===== src/rtl/kfps2kb_command_sender.sv =====
// rtl/kfps2kb_command_sender.sv - PS/2 host-to-device command byte transmitter
//
// Ports:
//   clock, reset                      system clock, synchronous active-high reset
//   device_clock, device_data         PS/2 pin levels (asynchronous)
//   device_clock_out, device_data_out open-drain drives, 0 = pull low, 1 = release
//   send_request, send_data           one-cycle strobe plus command byte
//   busy, done, error                 transfer status; error qualified by done
module kfps2kb_command_sender #(
  parameter logic [15:0] inhibit_time = 16'd100,
  parameter logic [15:0] setup_time   = 16'd16,
  parameter logic [15:0] start_time   = 16'd2000,
  parameter logic [15:0] over_time    = 16'd1000
) (
  input  logic       clock,
  input  logic       reset,
  input  logic       device_clock,
  input  logic       device_data,
  output logic       device_clock_out,
  output logic       device_data_out,
  input  logic       send_request,
  input  logic [7:0] send_data,
  output logic       busy,
  output logic       done,
  output logic       error
);

  typedef enum logic [2:0] {
    S_IDLE,
    S_INHIBIT,
    S_SETUP,
    S_WAIT_FIRST,
    S_SHIFT,
    S_FINISH
  } state_t;

  state_t      state;
  logic        clk_meta, clk_sync, clk_sync_d;
  logic        data_meta, data_sync;
  logic        fall;
  logic [15:0] timer;
  logic [15:0] timer_inc;
  logic [3:0]  bit_idx;
  logic [7:0]  shreg;
  logic        parity;
  logic        frame_bit;

  // Two-flop synchronizers; the falling edge is registered so detection
  // lands three cycles after the pin edge.
  always_ff @(posedge clock) begin
    if (reset) begin
      clk_meta   <= 1'b1;
      clk_sync   <= 1'b1;
      clk_sync_d <= 1'b1;
      data_meta  <= 1'b1;
      data_sync  <= 1'b1;
      fall       <= 1'b0;
    end else begin
      clk_meta   <= device_clock;
      clk_sync   <= clk_meta;
      clk_sync_d <= clk_sync;
      data_meta  <= device_data;
      data_sync  <= data_meta;
      fall       <= clk_sync_d & ~clk_sync;
    end
  end

  // Saturating increment; comparing the incremented value makes each phase
  // last exactly its limit in cycles, counted from state entry.
  assign timer_inc = (timer == 16'hFFFF) ? timer : timer + 16'd1;

  // Bit driven after the current falling edge: data LSB first, parity, stop.
  always_comb begin
    frame_bit = 1'b1;
    if (bit_idx < 4'd8) begin
      frame_bit = shreg[bit_idx[2:0]];
    end else if (bit_idx == 4'd8) begin
      frame_bit = parity;
    end
  end

  always_ff @(posedge clock) begin
    if (reset) begin
      state            <= S_IDLE;
      device_clock_out <= 1'b1;
      device_data_out  <= 1'b1;
      busy             <= 1'b0;
      done             <= 1'b0;
      error            <= 1'b0;
      timer            <= 16'd0;
      bit_idx          <= 4'd0;
      shreg            <= 8'd0;
      parity           <= 1'b0;
    end else begin
      done <= 1'b0;
      case (state)
        S_IDLE: begin
          device_clock_out <= 1'b1;
          device_data_out  <= 1'b1;
          busy             <= 1'b0;
          if (send_request) begin
            shreg            <= send_data;
            parity           <= ~^send_data;
            timer            <= 16'd0;
            bit_idx          <= 4'd0;
            busy             <= 1'b1;
            device_clock_out <= 1'b0;
            state            <= S_INHIBIT;
          end
        end

        S_INHIBIT: begin
          timer <= timer_inc;
          if (timer_inc >= inhibit_time) begin
            timer           <= 16'd0;
            device_data_out <= 1'b0;
            state           <= S_SETUP;
          end
        end

        S_SETUP: begin
          timer <= timer_inc;
          if (timer_inc >= setup_time) begin
            timer            <= 16'd0;
            device_clock_out <= 1'b1;
            state            <= S_WAIT_FIRST;
          end
        end

        S_WAIT_FIRST: begin
          timer <= timer_inc;
          if (fall) begin
            timer           <= 16'd0;
            device_data_out <= shreg[0];
            bit_idx         <= 4'd1;
            state           <= S_SHIFT;
          end else if (timer_inc >= start_time) begin
            device_clock_out <= 1'b1;
            device_data_out  <= 1'b1;
            busy             <= 1'b0;
            done             <= 1'b1;
            error            <= 1'b1;
            state            <= S_FINISH;
          end
        end

        S_SHIFT: begin
          timer <= timer_inc;
          if (fall) begin
            timer <= 16'd0;
            if (bit_idx == 4'd10) begin
              // Eleventh falling edge: device ACK must pull data low.
              device_clock_out <= 1'b1;
              device_data_out  <= 1'b1;
              busy             <= 1'b0;
              done             <= 1'b1;
              error            <= data_sync;
              state            <= S_FINISH;
            end else begin
              device_data_out <= frame_bit;
              bit_idx         <= bit_idx + 4'd1;
            end
          end else if (timer_inc >= over_time) begin
            device_clock_out <= 1'b1;
            device_data_out  <= 1'b1;
            busy             <= 1'b0;
            done             <= 1'b1;
            error            <= 1'b1;
            state            <= S_FINISH;
          end
        end

        S_FINISH: begin
          error <= 1'b0;
          timer <= 16'd0;
          state <= S_IDLE;
        end

        default: begin
          device_clock_out <= 1'b1;
          device_data_out  <= 1'b1;
          busy             <= 1'b0;
          error            <= 1'b0;
          state            <= S_IDLE;
        end
      endcase
    end
  end

endmodule


===== config.mk =====
export PLATFORM = sky130hd
export DESIGN_NAME = kfps2kb_command_sender
export DESIGN_NICKNAME = d
export VERILOG_FILES = /design/src/rtl/kfps2kb_command_sender.sv
export SDC_FILE = /design/constraint.sdc
export NUM_CORES = 1
export LEC_CHECK = 0
export ABC_AREA = 1
export CORE_MARGIN = 1
export CORE_UTILIZATION = 45
export DETAILED_ROUTE_END_ITERATION = 8
export SYNTH_ARGS = -nofsm -noshare
export SYNTH_HDL_FRONTEND = slang
export SYNTH_SLANG_ARGS = --single-unit

===== constraint.sdc =====
create_clock -name clock -period 3.8 [get_ports clock]
set_input_delay 1.14 -clock clock [delete_from_list [all_inputs] [get_ports clock]]
set_output_delay 1.14 -clock clock [all_outputs]
set_load 0.02 [all_outputs]

# Yosys cells after proc, flatten, opt, wreduce, memory -nomap -nowiden
# Cells that the tools add are included.
# totals
regBits,43
latch_bits,0
ram_bits,0
rom_bits,0
input_bits,13
output_inout_bits,5
wordCells,119
n_memories,0
# op_classes
add_sub_neg,2
multipliers,0
n_div,0
order_cmp,6
eq_ne,19
n_shift,0
n_mux,53
n_bitwise,6
reduce_logical,17
# ops
operator,n
$mux W16,5
$pmux W16 S5,1
$mux W1,27
$mux W3,8
$add A16 B1 Y16 const B,1
$eq A16 B16 Y1 const B,1
$ge A16 B10 Y1 const B,1
$ge A16 B11 Y1 const B,1
$ge A16 B5 Y1 const B,1
$ge A16 B7 Y1 const B,1
$mux W4,4
$ne A2 B2 Y1 const B,8
$pmux W3 S5,1
$reduce_and A5 Y1,3
$pmux W4 S3,1
$reduce_and A6 Y1,2
$ne A3 B3 Y1 const B,3
$eq A4 B4 Y1 const B,2
$pmux W1 S4,2
$reduce_xnor A8 Y1,1
$eq A3 B2 Y1 const B,2
$eq A3 B3 Y1 const B,2
$reduce_or A2 Y1,3
$reduce_or A3 Y1,2
15 further kinds,20

# Longest topological paths before layout
# Gate-level depths: netlist (run 1).
# logic_depth
ltp_word,6
depth_mapped,16
depth_no_buf,16

# Worst setup path after synthesis (run 1)
# No wires, ideal clock.
# synth_timing
kind,in2reg
startpoint,in send_request
endpoint,reg bit_idx[3]
setup_time_ps,125
arrival_ps,1937
required_ps,3675
slack_ps,1738
path_stages,7
path_buffers,0
path_cell_list,nor2_1 > inv_1 > o21ai_0 > a211oi_2 > inv_2 > o21ai_1 > nor3b_2
# synth_via
elab_chain_cells,2
# synth_lines
element,line,rtl
from (decl),21,"input logic send_request,"
$ne A2 B2 Y1 (no source line),n/a,
$reduce_and A5 Y1 (no source line),n/a,
to (signal assigned),161,bit_idx <= bit_idx + 4'd1;
to (decl),43,logic [3:0] bit_idx;
# Every way passes these cells.
# A chain may end at the register's enable or synchronous reset.

# Final worst setup path (run 1)
# layout_timing
startpoint,reg timer[0]
endpoint,reg timer[6]
# layout_via
elab_chain_cells,5
word_cells_on_any_way,9
cone_classes,add/sub (1); order compare (2); eq/ne (1); mux (5)
# layout_lines
element,line,rtl
from (decl),41,logic [15:0] timer;
from (signal assigned),113,timer <= timer_inc;
from (signal assigned),122,timer <= timer_inc;
from (signal assigned),131,timer <= timer_inc;
$add A16 B1 Y16 or $eq A16 B16 Y1 (tied branches),70,assign timer_inc = (timer == 16'hFFFF) ? timer : timer + 16'd1;
$mux W16 (*),70,
$ge A16 B5 Y1 or $ge A16 B7 Y1 (tied branches),"123, 114",
"$mux W16, on equally long branches","123, 114",
$pmux W16 S5 (*),96,case (state)
# Mark *: on every way between the ends. The rest lies on a longest branch, timed or not.

==> results of run 1 <==
[per-layer routing]
layer / part of all wire (%) / GRT usage, % / up-vias
met5: 0 / 0 / -
met4: 1.2 / 6.43 / 0
met3: 4.1 / 3.98 / 11
met2: 43 / 33.1 / 72
met1: 52 / 30.9 / 1276
li1: - / - / 1487
[worst max-delay path: cells and delay by family (launching register included)]
family,cells,cell delay [ns]
buffers and inverters,2,0.24
flip-flops,1,0.51
AO/OA/AOI/OAI,2,0.16
AND/OR/NAND/NOR,9,1.15
adder cells (fa/ha/maj),1,0.28
[cells in the mapped netlist (all sizes together)]
cell type and instances:
inv 62, nand2 118, xor2 3, dfxtp 43, o21bai 1, a211oi 2, nand3b 1, nor2 53
nand3 50, nor3b 1, or2 6, xnor2 6, clkinv 1, nand4 14, a21oi 36, a31oi 1
nor4 1, clkbuf 7, o211ai 3, ha 4, o21ai 25, buf 5, nor3 7
[layout by cell type, fill, tap and decap left out, types with 2 or more instances in the layout]
cell,instances
clkdlybuf4s50_1,17
a21oi_1,36
o211ai_1,3
nor2_8,2
inv_2,7
clkbuf_8,5
dfxtp_1,43
inv_1,55
nand2_1,100
nand3_2,6
nor2_4,5
nand2_2,14
ha_1,4
nand4_1,12
o21ai_0,17
nor2_2,5
xnor2_1,6
o21ai_1,7
nor3_1,7
nor2_1,41
xor2_1,3
nand3_1,42
nand3_4,2
or2_2,6
nand2_4,4
[cell families (layout without fill, tap and decap cells)]
group,Yosys count,count (layout)
adder cells (fa/ha/maj),4,4
buffers and inverters,75,88
flip-flops,43,43
AND/OR/NAND/NOR,251,251
AO/OA/AOI/OAI,68,68
XOR/XNOR,9,9
[power by group through the flow]
stage | logic [mW] | registers (mW) | clock network [mW]
after floorplan | 0.594 | 0.588 | 0
after global placement | 0.760 | 0.611 | 0
after detailed placement | 0.770 | 0.611 | 0
after CTS | 0.773 | 0.601 | 0.367
after global routing | 0.878 | 0.614 | 0.385
final | 0.779 | 0.600 | 0.358
[layout make-up]
cell class                 instances  area share [%]
sequential                        43            26.3
clock inverter                     2            1.15
inverter                          63            7.22
tap                               77            2.94
clock buffer                       5            2.10
timing repair buffer              18            5.43
multi-input combinational        332            54.9
[state kept, by name, summed over array words and instances, names as in the netlist]
| signal | flops |
|---|---|
| data_sync | 1 |
| timer | 16 |
| state | 3 |
| clk_sync_d | 1 |
| parity | 1 |
| data_meta | 1 |
| done | 1 |
| device_data_out | 1 |
| error | 1 |
| clk_meta | 1 |
| device_clock_out | 1 |
| bit_idx | 4 |
| clk_sync | 1 |
| busy | 1 |
| shreg | 8 |
| fall | 1 |
[metrics by stage]
| stage | instances | util, % |
|---|---|---|
| final | 540 | 51.6 |
| after global routing | 540 | 51.6 |
| after CTS | 540 | 51.6 |
| after detailed placement | 533 | 49.9 |
| after global placement | 533 | 49.9 |
| after floorplan | 450 | - |
[worst max-delay path by stage]
stage | startpoint | to | slack [ns] | depth (start not counted)
finish | timer[0] | timer[6] | 1.33 | 14
global route | timer[0] | state[1] | 1.04 | 14
CTS | timer[0] | timer[5] | 1.34 | 14
detailed placement | send_request | timer[5] | 1.05 | 8
global placement | send_request | bit_idx[2] | 1.12 | 8
floorplan | send_request | bit_idx[3] | 1.74 | 7
==> metrics, run 1 <==
CTS Hold Bufs=0; PnR worst setup slack=between 1 and 1.5 ns; net count after synthesis=around 470; clk sinks=43; WHS Path Cells=2; Yosys cell types=37; Initial Util=between 40% and 50%; Cell Area, Placed=around 3200 um^2; Area contributors post-synth=dfxtp_1, nand2_1, nand3_1, inv_1, a21oi_1; Final Power=roughly 1.7 mW; via count=~2.8k; Cell Pwr Density=530 nW/um^2; DR vias/cell=between 5 and 6; fmax=0.405 GHz; status=completed; final count of hold timing violations=0; Sw Ratio=a little over two fifths; hold_sp=clk_sync_d; Fin Hold WS=between 0.4 and 0.5 ns; post_cts resized=0; Synth Instances=450; global-route wire length before repair=12300 um; RePlAce Congestion=0.822; DRT Wirelength=6950 um; Die Width=83.0 um; maxcap violations=0; combinational cell fraction of total power=about 45%; fin crit period=~2.5 ns; # port buffers=17; crit path cell chain=ha_1, nand3_4, nor2_8, nand2_4, inv_1, a21oi_1, nand2_1, nand2_1, nand3_4, nand3_2, nand2_1, o21ai_1, nand2_1, inv_1; share of layout cells above drive strength 1=between 10% and 20%; FF-to-FF End=timer[6]; initial antenna violation count=0; CP arrival=approximately 2.7 ns; Switching Power=around 0.76 mW; P_int=between 0.9 and 1 mW; Synth top area share=~29%; I/O pin cnt=18; setup_tns=0 ns; Peak supply drop=around 410 uV; First DRT Iteration DRCs=170; Post-Syn Area per Cell=about 6.6 um^2; die height=slightly above 80 um; multiplexer share of the synthesized area=0%; area grow syn2layout=10.9%; Worst Path Max Fanout=21; #FFs+latches synth=43; grt total ovfl=0; CTS tree=built; area of the multi-input gates=approximately 1800 um^2; number of routed nets with antenna violations=0; clk buf depth=2; period utilization=about two thirds; max-slew violation count=0; Final Skew=0.00701 ns; Core ar.=6350 um^2; Synth Area in Adders=around 1.7%; Post-Place Worst Slack=between 1 and 1.5 ns; CP dominant cell by count=nand2_1; power share of the sequential group=between 30% and 40%; worst slew pin tran=0.630 ns; vias in the first global route=roughly 2.6k; hold worst-path end=fall; FF-to-FF path depth=14; drt drc=0; clock power share=20.6%; sequential share of the synthesized area=29.2%; XOR/XNOR Fraction of Synth Area=under 10%; Crit Path Category=flop to flop; # diodes=0; worst skew pair latency=around 0.30 ns; largest net degree at the start of global routing=26; Worst EP required=around 4 ns; site row count=29; Startpoint Class=flop; relative slew slack=~58%; CP endpoint kind=flop; RSZ-0062 raised after global routing=no; Die Area=slightly below 7000 um^2; compound-cell area share of the yosys netlist=12.4%; fillers=647; slowest CP cell=dfxtp_1; main combinational cell family by area after synthesis=simple AND/OR/NAND/NOR gates; GRT Overall Usage=roughly 22%; Final #Nets=480; WL/cell=~13 um; register area=861 um^2; Post-Synth Simple-Gate Area=between 40% and 50%; Setup Fix Bufs, Post-CTS=0; Final setup viols=0; Root Buffer=clkbuf_8; reg2reg start=timer[0]; CTS H-tree lvls=2; total CTS buffers=5; DR pass1 iterations=5; synth warn=0; cell area after synthesis=between 2000 and 3000 um^2; P_leak=about 1.4 nW; reg2reg setup slack=1.33 ns; Synth area leader=dfxtp_1; Clk pin slew, worst setup/hold paths=0.09 ns; min-delay worst type=flop to flop; Detail Placement HPWL=~5200 um; Crit path largest cell delay=0.51 ns; fin area=around 3300 um^2
Note: power is estimated with default switching activity, not from simulation.
==> run 2: changes to the inputs <==
- PLACE_DENSITY: default -> 0.66
- clock period: 3.8 -> 2.1 ns (I/O delays scaled with it)
==> run 2 against run 1 <==
Combinational power up 120%. Routed wire length grew 14%. Utilization increased by 7.3 points. Critical path depth rose by 1. Largest power group unchanged. Fmax grew 20%. Clock-buffer cell count unchanged. Final cell count rose by 5.9%. Clock power is 60% higher. Total power rose by 95%. Cell area increased by 14%.
==> metrics, run 2 (same netlist as run 1, synthesis figures left out) <==
Crit path largest cell delay=roughly 0.37 ns; DRT Wirelength=just under 8000 um; Worst Path Max Fanout=6; clock power share=roughly 17%; min-delay worst type=flop to flop; Switching Power=roughly 1.5 mW; share of layout cells above drive strength 1=27.3%; RePlAce Congestion=0.855; largest net degree at the start of global routing=25; DR vias/cell=5.40; max reg flops=16; Peak supply drop=approximately 860 uV; most frequent cells in the layout=nand2_1, inv_1, nand3_1; period utilization=between 90% and 100%; # diodes=0; Final Skew=a little under 0.007 ns; Die Width=between 80 and 90 um; worst path bufs/invs=2; relative slew slack=a little under three quarters; status=completed; total CTS buffers=5; initial antenna violation count=0; clk buf depth=2; largest registers=timer x16, shreg x8, bit_idx x4; grt total ovfl=0; slowest CP cell=dfxtp_2; Cell Pwr Density=between 900 and 1000 nW/um^2; worst skew pair latency=slightly above 0.3 ns; Crit Path Category=flop to flop; Worst EP required=between 2 and 2.5 ns; Startpoint Class=flop; fmax=around 0.5 GHz; P_int=about 1.9 mW; I/O pin cnt=18; DR pass1 iterations=5; Final #Nets=approximately 510; crit path cell chain=ha_4, nand3_4, nor2_8, nand3_2, nand2_2, inv_2, nor2_4, nand2_4, nor2_8, nand3_4, nand3_4, nand2_1, o21ai_1, nand2_1, inv_1; Detail Placement HPWL=5710 um; Core ar.=around 6300 um^2; CP endpoint kind=flop; CP dominant cell by count=nand3_4; GRT Overall Usage=between 20% and 30%; Fin Hold WS=0.419 ns; vias in the first global route=~2.9k; power share of the sequential group=about a third; fin crit period=a little over 2 ns; Sw Ratio=between 40 and 50%; maxcap violations=0; setup_tns=0 ns; final count of hold timing violations=0; Final Power=between 3 and 4 mW; P_leak=approximately 1.7 nW; number of routed nets with antenna violations=0; CP arrival=about 2.3 ns; via count=a little over 3k; max-slew violation count=0; RSZ-0062 raised after global routing=yes; Crit path max-delay family=simple AND/OR/NAND/NOR gates; most common cell after layout, fill and taps aside=nand2_1; WL/cell=between 10 and 15 um; Clk pin slew, worst setup/hold paths=0.09 ns; # port buffers=17; Initial Util=46.5%; worst slew pin tran=about 0.44 ns; First DRT Iteration DRCs=180; clk sinks=43; site row count=29; combinational cell fraction of total power=between 50 and 60%; drt drc=0; fin area=3740 um^2; area grow syn2layout=26.7%; CTS H-tree lvls=2; fillers=between 600 and 700; global-route wire length before repair=roughly 13000 um; Die Area=about 6900 um^2; die height=83.0 um; Cell Area, Placed=between 3000 and 4000 um^2; CTS tree=built; Reg with most FFs=timer; Root Buffer=clkbuf_8; Final setup viols=0
-- run 2: path summary, 6_finish.rpt --
check                           startpoint       end  slack (ns)  cells past startpoint
worst min-delay path            clk_sync_d      fall        0.42                      2
worst min register to register  clk_sync_d      fall        0.42                      2
worst max-delay path              timer[0]  timer[5]        0.05                     15
worst max register to register    timer[0]  timer[5]        0.05                     15
-- run 2: cell type report --
| class | instances | area [um^2] | share of cell area [%] |
|---|---|---|---|
| multi-input cells | 333 | 2010 | 53.8 |
| repair buffers | 48 | 423 | 11.3 |
| inverters | 63 | 236 | 6.33 |
| clock buffers | 5 | 68.8 | 1.84 |
| flip-flops and latches | 43 | 877 | 23.5 |
| clock inverters | 3 | 23.8 | 0.636 |
| well taps | 77 | 96.3 | 2.58 |
-- run 2: worst min-delay path: cells and delay by family, from the launching register on --
family                 cells  cell delay, ns
flip-flops                 1            0.31
buffers and inverters      1            0.04
AND/OR/NAND/NOR            1            0.03
-- run 2: power by group through the flow --
stage | registers [mW] | clock network, mW | logic, mW
after floorplan | 1.06 | 0 | 1.08
after global placement | 1.07 | 0 | 1.61
after detailed placement | 1.07 | 0 | 1.62
after CTS | 1.05 | 0.581 | 1.63
after global routing | 1.08 | 0.620 | 1.95
final | 1.06 | 0.572 | 1.75
-- run 2: stage by stage --
stage	setup slack (ns)	util [%]	instances
final	0.0478	58.9	572
after CTS	0.00375	54.8	565
after global routing	-0.116	58.9	572
after global placement	-0.0848	52.9	557
after detailed placement	-0.0390	52.9	557
after floorplan	0.111	-	450
-- run 2: per-layer routing --
| layer | global-route usage (%) | share of wire [%] | up-vias |
|---|---|---|---|
| met5 | 0 | 0 | - |
| met4 | 6.11 | 2.0 | 0 |
| met3 | 3.58 | 3.9 | 17 |
| met2 | 38.2 | 49 | 88 |
| met1 | 30.1 | 46 | 1441 |
| li1 | - | - | 1540 |
-- run 2: timing repair --
item                                    4_1_cts  5_1_grt
endpoints found under the setup margin        6       16
pin swaps                                     1       22
resized for setup                             7       55
gates cloned                                  0        1
hold buffers                                  0        0
setup buffers                                 0        6
==> run 3: changes to the inputs <==
- SETUP_SLACK_MARGIN: default -> 0.5
==> run 3 against run 2 <==
Via count rose by 5.4%. Clock power rose by 29%. First-iteration DRC count rose by 57%. Register-to-register slack improved by 0.04 ns. Largest cell class unchanged. Final cell count rose by 3.0%. Clock skew rose by 0.0056 ns. Non-clock buffer count rose by 18. Critical endpoint is now timer[6]. Sequential power rose by 6%. Sequential share of layout area fell by 1.9 points. Global-route usage rose by 1.3 points. Utilization rose by 6.0 points.
==> metrics, run 3 (same netlist as run 1, synthesis figures left out) <==
status=completed; First DRT Iteration DRCs=283; stages on the worst setup path=13; fin area=between 4000 and 5000 um^2; clk sinks=43; I/O pin cnt=18; via count=around 3.3k; Startpoint Class=flop; Crit path largest cell delay=approximately 0.37 ns; P_leak=between 1.5 and 2 nW; Critical Path Sink=timer[6]; maxcap violations=0; fillers=approximately 550; setup_tns=0 ns; fin crit period=between 2 and 2.5 ns; GRT Overall Usage=roughly 24%; grt total ovfl=0; crit path cell chain=ha_4, nand3_4, nor2_4, nand2_2, nand2_2, nand4_1, nor3_2, nand2_4, nand3_4, nand2_1, o21ai_1, nand2_1, inv_1; vias in the first global route=approximately 2.9k; CP endpoint kind=flop; Core ar.=6350 um^2; Die Width=~83 um; PnR worst setup slack=approximately 0.085 ns; worst path bufs/invs=1; site row count=29; Detail Placement HPWL=between 5000 and 6000 um; share of layout cells above drive strength 1=about two fifths; Crit path max-delay family=simple AND/OR/NAND/NOR gates; reg2reg setup slack=around 0.085 ns; Clk pin slew, worst setup/hold paths=around 0.090 ns; Final Skew=between 0.01 and 0.015 ns; max reg flops=16; period utilization=between 90% and 100%; # port buffers=17; worst skew pair latency=approximately 0.31 ns; initial antenna violation count=0; most frequent cells in the layout=nand2_1, inv_1, buf_4; Worst Setup SP=timer[1]; CTS H-tree lvls=2; largest net degree at the start of global routing=17; DR pass1 iterations=5; power share of the sequential group=roughly 30%; Cell Pwr Density=between 900 and 1000 nW/um^2; worst slew pin tran=0.499 ns; total CTS buffers=5; clk buf depth=2; FF-to-FF path depth=13; Peak supply drop=984 uV; most common cell after layout, fill and taps aside=nand2_1; RePlAce Congestion=0.911; Die Area=between 6000 and 7000 um^2; drt drc=0; DR vias/cell=roughly 5.5; Worst EP required=between 2 and 2.5 ns; Crit Path Category=flop to flop; final count of hold timing violations=0; slowest CP cell=dfxtp_4; clock power share=19.7%; Final #Nets=approximately 530; number of routed nets with antenna violations=0; fmax=between 0.4 and 0.5 GHz; max-slew violation count=0; Root Buffer=clkbuf_8; Cell Area, Placed=between 3000 and 4000 um^2; Worst Path Max Fanout=6; Sw Ratio=a little over two fifths; Switching Power=around 1.6 mW; area of the multi-input gates=about 2200 um^2; die height=between 80 and 90 um; # diodes=0; combinational cell fraction of total power=between 50% and 60%; FF-to-FF End=timer[6]; Final setup viols=0; largest registers=timer x16, shreg x8, bit_idx x4; relative slew slack=roughly 67%; P_int=2.14 mW; min-delay worst type=flop to flop; CTS Hold Bufs=0; Reg with most FFs=timer; DRT Wirelength=around 8600 um; CTS tree=built; CP arrival=between 2 and 2.5 ns; register area=between 800 and 900 um^2; Post-Place Worst Slack=-0.0349 ns; area grow syn2layout=39.7%; Final Util=between 60% and 70%; RSZ-0062 raised after global routing=yes; WL/cell=between 10 and 15 um; global-route wire length before repair=between 10000 and 15000 um; reg2reg start=timer[1]; Initial Util=around 46%
-- run 3: cell types whose count changed in the layout (fill, tap and decap cells not counted), moves of 7 or more --
cell and delta:
buf_4 +12, nand2_1 -12, nand2_2 +7, nand3_1 -7, nand3_2 +8, nor2_1 -7
-- run 3: repair_timing --
| item | 4_1_cts | 5_1_grt |
|---|---|---|
| resized for setup | 55 | 74 |
| endpoints found under the hold margin | 0 | 0 |
| gates cloned | 0 | 1 |
| setup endpoints to repair | 33 | 35 |
| setup buffers | 8 | 13 |
| pin swaps | 20 | 29 |
-- run 3: power groups by stage --
stage          combinational, mW  sequential, mW  clock (mW)
6_report                    1.91            1.12       0.740
5_1_grt                     2.12            1.13       0.778
4_1_cts                     1.73            1.10       0.740
3_5_place_dp                1.63            1.10           0
3_3_place_gp                1.61            1.10           0
2_1_floorplan               1.17            1.07           0
-- run 3: worst register-to-register path, delay by kind of cell (launching register included) --
kind                     cells  cell delay (ns)
AO/OA/AOI/OAI                1             0.07
adder cells (fa/ha/maj)      1             0.15
buffers and inverters        1             0.05
flip-flops                   1             0.37
AND/OR/NAND/NOR             10             1.34
-- run 3: worst min-delay path by stage --
stage	cells past startpoint	to	slack, ns	startpoint
2_1_floorplan	1	clk_sync	0.39	clk_meta
3_3_place_gp	1	clk_sync	0.39	clk_meta
3_5_place_dp	1	clk_sync	0.40	clk_meta
4_1_cts	1	clk_sync	0.42	clk_meta
5_1_grt	1	clk_sync	0.44	clk_meta
6_report	1	clk_sync	0.41	clk_meta
-- run 3: final cells by class --
type	instances	share of cell area, %
Multi-Input combinational cell	332	53.4
Sequential cell	43	21.6
Timing Repair Buffer	66	13.9
Inverter	63	5.74
Clock inverter	1	0.728
Clock buffer	7	2.37
Tap cell	77	2.34
-- run 3: routing by layer --
metal / global-route usage, % / part of all wire, % / vias to the layer above
met5: 0 / 0 / -
met4: 8.62 / 2.6 / 0
met3: 3.48 / 6.3 / 22
met2: 39.8 / 48 / 151
met1: 31.8 / 43 / 1507
li1: - / - / 1574
-- run 3: metrics by stage --
stage	total power, mW	hold WS, ns	std cells
3_5_place_dp	2.73	0.396	559
2_1_floorplan	2.25	0.389	450
3_3_place_gp	2.72	0.395	559
5_1_grt	4.03	0.435	589
4_1_cts	3.57	0.415	575
6_report	3.76	0.412	589
